--- src/rtl/univshift_pkg.sv ---
// Shared definitions for the universal shift register and its upstream sequencer.
package univshift_pkg;

  localparam logic [1:0] MODE_HOLD = 2'b00;
  localparam logic [1:0] MODE_SHR  = 2'b01;
  localparam logic [1:0] MODE_SHL  = 2'b10;
  localparam logic [1:0] MODE_LOAD = 2'b11;

  localparam logic DIR_LSB_FIRST = 1'b0;
  localparam logic DIR_MSB_FIRST = 1'b1;

  typedef enum logic [1:0] {
    ST_IDLE  = 2'd0,
    ST_LOAD  = 2'd1,
    ST_SHIFT = 2'd2,
    ST_DONE  = 2'd3
  } state_t;

endpackage

--- src/rtl/univshift_seq.sv ---
// Parallel-in/serial-out sequencer: loads a handshaken word into univshift and
// shifts it out WIDTH times, tapping q for the serial bit.
module univshift_seq
  import univshift_pkg::*;
#(
  parameter int WIDTH = 4
) (
  input  logic             clk,
  input  logic             rst,
  input  logic [WIDTH-1:0] s_data,
  input  logic             s_dir,
  input  logic             s_valid,
  output logic             s_ready,
  input  logic             pause,
  input  logic [WIDTH-1:0] q,
  output logic [1:0]       cnt,
  output logic [WIDTH-1:0] in,
  output logic             ser_out,
  output logic             ser_valid,
  output logic             busy,
  output logic             done
);

  localparam int CW = $clog2(WIDTH);
  localparam logic [CW-1:0] LAST = CW'(WIDTH - 1);

  state_t          r_state;
  logic [CW-1:0]   r_cnt;
  logic            r_dir;
  logic [WIDTH-1:0] r_in;

  always_ff @(posedge clk or negedge rst) begin
    if (!rst) begin
      r_state <= ST_IDLE;
      r_cnt   <= '0;
      r_dir   <= DIR_LSB_FIRST;
      r_in    <= '0;
    end else begin
      case (r_state)
        ST_IDLE: begin
          if (s_valid) begin
            r_in    <= s_data;
            r_dir   <= s_dir;
            r_cnt   <= '0;
            r_state <= ST_LOAD;
          end
        end
        ST_LOAD:  r_state <= ST_SHIFT;
        ST_SHIFT: begin
          // Counter stops at LAST rather than wrapping on the exit edge.
          if (!pause) begin
            if (r_cnt == LAST) r_state <= ST_DONE;
            else               r_cnt   <= r_cnt + CW'(1);
          end
        end
        ST_DONE:  r_state <= ST_IDLE;
        default:  r_state <= ST_IDLE;
      endcase
    end
  end

  always_comb begin
    cnt       = MODE_HOLD;
    ser_out   = 1'b0;
    ser_valid = 1'b0;
    case (r_state)
      ST_LOAD:  cnt = MODE_LOAD;
      ST_SHIFT: begin
        ser_out   = (r_dir == DIR_MSB_FIRST) ? q[WIDTH-1] : q[0];
        ser_valid = ~pause;
        if (!pause) cnt = (r_dir == DIR_MSB_FIRST) ? MODE_SHL : MODE_SHR;
      end
      default:  cnt = MODE_HOLD;
    endcase
  end

  assign s_ready = (r_state == ST_IDLE);
  assign busy    = (r_state != ST_IDLE);
  assign done    = (r_state == ST_DONE);
  assign in      = r_in;

endmodule

--- config.mk ---
export PLATFORM = sky130hd
export DESIGN_NAME = univshift_seq
export DESIGN_NICKNAME = d
export VERILOG_FILES = /design/src/rtl/univshift_pkg.sv /design/src/rtl/univshift_seq.sv
export SDC_FILE = /design/constraint.sdc
export NUM_CORES = 1
export LEC_CHECK = 0
export BUFFER_PORTS_ARGS = -buffer_cell sky130_fd_sc_hd__buf_4
export CORE_MARGIN = 5
export CORE_UTILIZATION = 40
export DETAILED_ROUTE_END_ITERATION = 12
export GPL_ROUTABILITY_DRIVEN = 1
export PLACE_DENSITY = 0.7
export SETUP_SLACK_MARGIN = 0.02
export SYNTH_ARGS = -nofsm -noshare
export SYNTH_HDL_FRONTEND = slang
export SYNTH_SLANG_ARGS = --single-unit
--- constraint.sdc ---
create_clock -name clk -period 2.1 [get_ports clk]
set_clock_uncertainty 0.2 [all_clocks]
set_input_delay 0.105 -clock clk [delete_from_list [all_inputs] [get_ports clk]]
set_output_delay 0.105 -clock clk [all_outputs]
set_load 0.01 [all_outputs]
## Word-level counts from Yosys, hierarchy flattened

Index checks and enable logic that the tools add are counted.

- Bits in registers: 9
- Bits in latches: 0
- RAM bits: 0
- ROM bits: 0
- Input bits: 13
- Output and inout port bits: 11
- Memories kept: 0

- Add/subtract/negate cells: 1
- $mul: 0
- Div/mod/pow operators: 0
- $lt $le $gt $ge: 0
- Equal/unequal tests: 8
- Shift-type cells: 0
- Mux-type cells: 14
- Bitwise operators: 1
- Reduce and logical (&&, ||, !) cells: 6

Operators with widths:

| cell | count |
|---|---|
| $mux W2 | 8 |
| $ne A2 B2 Y1 const B | 4 |
| $pmux W2 S2 | 2 |
| $pmux W2 S4 | 1 |
| $eq A2 B2 Y1 const B | 3 |
| $reduce_and A4 Y1 | 1 |
| $reduce_bool A2 Y1 | 2 |
| $mux W1 | 3 |
| $reduce_and A3 Y1 | 1 |
| $add A2 B1 Y2 const B | 1 |
| $eq A2 B1 Y1 const B | 1 |
| $logic_not A2 Y1 | 1 |
| $reduce_and A2 Y1 | 1 |
| $not A1 Y1 | 1 |

## Depth between registers and ports, before layout

Gate-level depths: netlist of the first run.

- Word-level depth: 4
- Mapped depth: 5

## Least setup slack after synthesis of the first run

OpenSTA, ideal clock, no wires.

- Kind: register to register
- Start point: register r_state[0]
- End point: register r_state[1]
- Arrival time: 1.337 ns
- Path slack: 0.438 ns
- Cell stages (with the launch flop): 6
- Path buffers: 0
- Path through: dfrtp_1 -> inv_1 -> ha_1 -> nand2b_1 -> nand3_1 -> mux2_2

- Cells in the longest elaborated chain, start to end: 3
- Elaborated cells between the ends (all ways): 9
- Classes of those cells: eq/ne (6); mux (1); reduce/logical (2)

Ends and longest elaborated chain:

| what | RTL line | text |
|---|---|---|
| start, declared | univshift_seq.sv:27 | `state_t r_state;` |
| start signal, assigned | univshift_seq.sv:34 | `r_state <= ST_IDLE;` |
| start signal, assigned | univshift_seq.sv:45 | `r_state <= ST_LOAD;` |
| start signal, assigned | univshift_seq.sv:48 | `ST_LOAD: r_state <= ST_SHIFT;` |
| $logic_not A2 Y1 * | n/a |  |
| net s_ready | univshift_seq.sv:13 | `output logic s_ready,` |
| $ne A2 B2 Y1 (no source line) | n/a |  |
| $reduce_and A3 Y1 (no source line) | n/a |  |

The timed path passes the listed nets; every way through them passes the cells marked *.
A chain may end at the register's enable or synchronous reset.

## Final worst setup path of the first run

- Start point: register r_state[0]
- End point: output cnt[0]

- Cells in the longest elaborated chain, start to end: 2
- Elaborated cells between the ends (all ways): 3
- Classes of those cells: eq/ne (2); mux (1)

Ends and longest elaborated chain:

| what | RTL line | text |
|---|---|---|
| $eq A2 B2 Y1 or $eq A2 B1 Y1 (tied branches) | univshift_seq.sv:66 | `case (r_state)` |
| $pmux W2 S2 * | univshift_seq.sv:66 |  |
| end, declared | univshift_seq.sv:16 | `output logic [1:0] cnt,` |

Mark *: on every way between the ends. The rest lies on a longest branch, timed or not.

==> flow_summary.toml, run 1 <==
[outcome]
status = "complete, no violations"

[detailed_routing]
firstDrtPassIters = 1
route.detailed.drc = 0
vias = 453
postRouteAntennaNets = 0
wl_per_cell_um = 13.1
drt_wl_total_mm = 1.22
vias_per_cell = 4.87
drt_iter0_drc = 0

[min_path]
hp-class = "in -> reg"

[die]
pin_count = 24
row_count = 13
die-height_um = 46.3
start_util = 0.416
die_w_um = 46.3
coreArea_um2 = 1270
die_area_um2 = 2150

[yosys]
synth_seq_cells = 9
synth_cell_types = 18
ys.warnings.count = 0
synth_top_cell_area_share = 0.427
synth.most_common_cell = "dfrtp_1"
ys_async_sr_fraction = 1.00
netlist_top_cells_count = "dfrtp_1, ha_1, mux2_2"
synth_area_leader_cell = "dfrtp_1"
synth_area_um2 = 528
synthTopCellsByArea = "dfrtp_1, ha_1, mux2_2"
postSynthCellCount = 45
synth_top_flop_cell = "dfrtp_1"
yosysSeqAreaShare = 0.427
synth_edf_count = 0
syn_nets = 64
avgSynthCellArea_um2 = 11.7

[cells_and_area]
diodes = 0
layout-drive-gt1-share = 0.449
area_growth_pct = 53.6
fin_area_um2 = 811
post-route-util = 0.639
finalNetCount = 98

[worst_setup_path]
r2r_slack_ps = 330
crit_path_start = "r_state[0]"
cp.arrival_ps = 1640
reg2regPathDepth = 5
crit_path_max_fanout = 5
rr_startpoint = "r_state[0]"
required_ps = 1790
critPathCaptureType = "output port"
r2r_end = "r_state[1]"
critPathKind = "reg -> out"
cp-endpoint = "cnt[0]"
start_kind = "flop"

[timing]
maxSlewViolCount = 0
max_slew_margin = 0.734
finalCritPeriodShare = 0.924
finalHoldViolCount = 0
fin_crit_ps = 1940
rsz0062_at_grt = "no"
worst_pin_slew_ps = 397
setup_tns_ps = 0
fmax_ghz = 0.515
setup_viol = 0

[clock_tree]
numCtsBuffers = 3
insertion_delay_ps = 250
post_cts_resized = 0
clkSinkCount = 9
htreeDepth = 1
clk_pin_slew_worst_paths_ps = 60
cts_tree = "done"
clk_path_buf_depth = 2
cts-root-buf = "clkbuf_4"

[run]
cap_viol_max_count = 0

[placed_design]
placed_cell_area_um2 = 704
io_buffers = 21
place_congestion = 0.653
place_hpwl_um = 880

[global_route]
antenna_found_initial = 0
grt_start_max_net_pins = 10
grt.overflow.total = 0
first_global_vias = 502
grt_use_total = 0.143
grt_pass1_wl_mm = 2.15

[power_and_ir_drop]
p_per_area_nw_per_um2 = 1390
p_leak_nw = 0.409
peakVddDrop_mv = 0.869
-- metrics by stage --
stage	total power [mW]	setup slack, ps	instances	hold slack (ps)
final	1.13	159	93	90.5
after detailed placement	0.993	360	81	-267
after global routing	1.23	25.8	93	95.3
after global placement	0.969	385	81	-268
after floorplan	0.737	438	45	-391
after CTS	1.14	157	93	86.6
-- worst min-delay path by stage --
| stage | startpoint | to | cells after the start | slack [ps] |
|---|---|---|---|---|
| 6_report | s_valid | in[3] | 3 | 90 |
| 5_1_grt | s_valid | in[1] | 3 | 100 |
| 4_1_cts | s_valid | in[3] | 3 | 90 |
| 3_5_place_dp | rst | in[1] | 1 | -270 |
| 3_3_place_gp | rst | in[3] | 1 | -270 |
| 2_1_floorplan | rst | in[0] | 0 | -390 |
-- what timing repair did --
item / 4_1_cts / 5_1_grt
buffers inserted: 0 / 0
hold endpoints to repair: 15 / 0
hold buffers: 8 / 0
-- layer usage --
| metal | global-route usage | wire, µm | vias to the layer above |
|---|---|---|---|
| li1 | - | - | 215 |
| met1 | 0.163 | 518 | 213 |
| met2 | 0.236 | 578 | 21 |
| met3 | 0.0273 | 98 | 4 |
| met4 | 0.102 | 23 | 0 |
| met5 | 0 | 0 | - |
-- layout make-up --
cell class                      instances  area, µm²
Timing Repair Buffer                   29        238
Multi-Input combinational cell         32        288
Inverter                                4       15.0
Sequential cell                         9        225
Clock buffer                            4       26.3
Fill cell                             114        458
Tap cell                               15       18.8
-- cell usage in the layout, fill, tap and decap left out, types with 2 or more instances in the layout --
master         instances
buf_4                 21
dfrtp_1                9
dlygate4sd3_1          8
mux2_2                 6
ha_1                   6
inv_1                  4
nor2b_1                4
clkbuf_4               3
mux2i_1                2
nand2_1                2
nand2b_1               2
-- critical path, stage by stage (launching register included) --
cell and delay [ps]:
dfrtp_1 410, inv_1 140, ha_1 260, nor2b_2 210, nor2b_1 140, o21a_1 110
buf_4 110
-- sequential cells by signal, summed over array words and instances, names as in the netlist --
| register | flops |
|---|---|
| in | 4 |
| r_cnt | 2 |
| r_state | 2 |
| r_dir | 1 |
-- cells by family after synthesis --
kind of cell	count (synthesis)	synth area share
buf+inv	4	0.0284
fa+ha+maj	6	0.142
compound gates	5	0.0782
simple gates	12	0.130
flops	9	0.427
mux	9	0.194
-- power breakdown --
part / switching, mW / total, mW / internal (mW)
Clock: 0.0573 / 0.130 / 0.0730
Combinational: 0.300 / 0.671 / 0.371
Sequential: 0.0673 / 0.328 / 0.260
No activity file was read; power rests on OpenSTA's default activity.
==> inputs of run 2 (changes only) <==
Settings changed: CORE_AREA set to 5 5 42 44, CORE_MARGIN 5 to not set, CORE_UTILIZATION 40 to not set, DIE_AREA set to 0 0 47 49, PLACE_DENSITY 0.7 to 0.69, RECOVER_POWER set to 50.
==> flow_summary.toml, run 2 (same netlist as run 1, synthesis figures left out) <==
[worst_setup_path]
crit_path_max_fanout = 5
critPathCaptureType = "output port"
cp.arrival_ps = 1580
reg2regPathDepth = 5
required_ps = 1790
start_kind = "flop"
critPathKind = "reg -> out"

[global_route]
first_global_vias = 482
grt_pass1_wl_mm = 2.03
grt_start_max_net_pins = 10
grt_use_total = 0.120
antenna_found_initial = 0
grt.overflow.total = 0

[timing]
finalCritPeriodShare = 0.896
worst_pin_slew_ps = 405
finalWorstSetupSlack_ps = 218
finalHoldViolCount = 0
setup_tns_ps = 0
max_slew_margin = 0.729
rsz0062_at_grt = "no"
fmax_ghz = 0.531
fin_crit_ps = 1880
maxSlewViolCount = 0
setup_viol = 0

[cells_and_area]
diodes = 0
post-route-util = 0.569
largest_reg_flops = 4
finalNetCount = 98
area_growth_pct = 50.9
final_cell_mix = "buf_4, dfrtp_1, dlygate4sd3_1"
layout-drive-gt1-share = 0.410
layout_commonest_cell = "buf_4"

[clock_tree]
cts_setup_buffers = 0
htreeDepth = 1
clkSinkCount = 9
clk_path_buf_depth = 2
cts-root-buf = "clkbuf_4"
insertion_delay_ps = 260
clk_pin_slew_worst_paths_ps = 60
numCtsBuffers = 3
cts_tree = "done"

[detailed_routing]
wl_per_cell_um = 11.9
drt_wl_total_mm = 1.12
firstDrtPassIters = 2
vias = 436
drt_iter0_drc = 1
vias_per_cell = 4.64
route.detailed.drc = 0
postRouteAntennaNets = 0

[placed_design]
io_buffers = 21
place_congestion = 0.649
place_hpwl_um = 916
place_ws_ps = 364

[die]
start_util = 0.377
die-height_um = 49
pin_count = 24
coreArea_um2 = 1400
die_area_um2 = 2300
row_count = 14
die_w_um = 47

[outcome]
status = "complete, no violations"

[power_and_ir_drop]
p_per_area_nw_per_um2 = 1360
peakVddDrop_mv = 0.829
p_leak_nw = 0.391

[min_path]
hp-class = "in -> reg"
hold_depth = 3

[run]
cap_viol_max_count = 0
[run 2: cell types whose count changed in the layout (fill, tap and decap cells not counted)]
| cell | before | now |
|---|---|---|
| clkinv_2 | 0 | 1 |
| clkbuf_4 | 3 | 4 |
| clkbuf_1 | 1 | 5 |
| ha_1 | 6 | 5 |
| ha_2 | 0 | 1 |
| buf_4 | 21 | 15 |
[run 2: repair_timing]
action,CTS,global route
resized for setup,0,1
hold endpoints to repair,15,0
hold buffers,8,0
setup endpoints to repair,0,1
[run 2: final timing paths]
kind / startpoint / endpoint / slack [ps]
worst max register to register: r_state[0] / r_state[1] / 370
worst min-delay path: s_valid / in[2] / 80
worst max-delay path: r_state[0] / cnt[0] / 220
worst min register to register: in[2] / in[2] / 310
max in group asynchronous: rst / in[1] / 760
min in group asynchronous: rst / r_cnt[0] / 650
[run 2: final cells by class]
type	instances	area, µm²
Fill cell	124	604
Inverter	4	15.0
Clock buffer	3	22.5
Tap cell	16	20.0
Sequential cell	9	225
Timing Repair Buffer	29	219
Clock inverter	1	5.00
Multi-Input combinational cell	32	290
[run 2: stage by stage]
stage / power (mW) / hold WS (ps) / cell area, µm² / cells
floorplan: 0.737 / -391 / 528 / 45
global placement: 0.969 / -267 / 706 / 82
detailed placement: 0.994 / -265 / 706 / 82
CTS: 1.14 / 72.1 / 813 / 94
global route: 1.20 / 87.9 / 797 / 94
finish: 1.08 / 76.8 / 797 / 94
[run 2: critical path: stages, from the launching register on]
cell     delay, ps
dfrtp_1        400
inv_1          130
ha_2           230
nor2b_2        190
nor2b_1        150
o21a_1         120
buf_4          110
[run 2: power breakdown]
| group | total (mW) | switching (mW) | internal [mW] |
|---|---|---|---|
| Combinational | 0.629 | 0.295 | 0.334 |
| Clock | 0.132 | 0.0618 | 0.0703 |
| Sequential | 0.322 | 0.0618 | 0.260 |
| Total | 1.08 | 0.418 | 0.665 |
[run 2: layer usage]
| metal | wire [µm] | up-vias | GRT usage | share of wire |
|---|---|---|---|---|
| met5 | 0 | - | 0 | 0 |
| li1 | - | 216 | - | - |
| met2 | 546 | 20 | 0.190 | 0.49 |
| met1 | 442 | 198 | 0.145 | 0.39 |
| met3 | 119 | 2 | 0.0221 | 0.11 |
| met4 | 14 | 0 | 0.0691 | 0.012 |
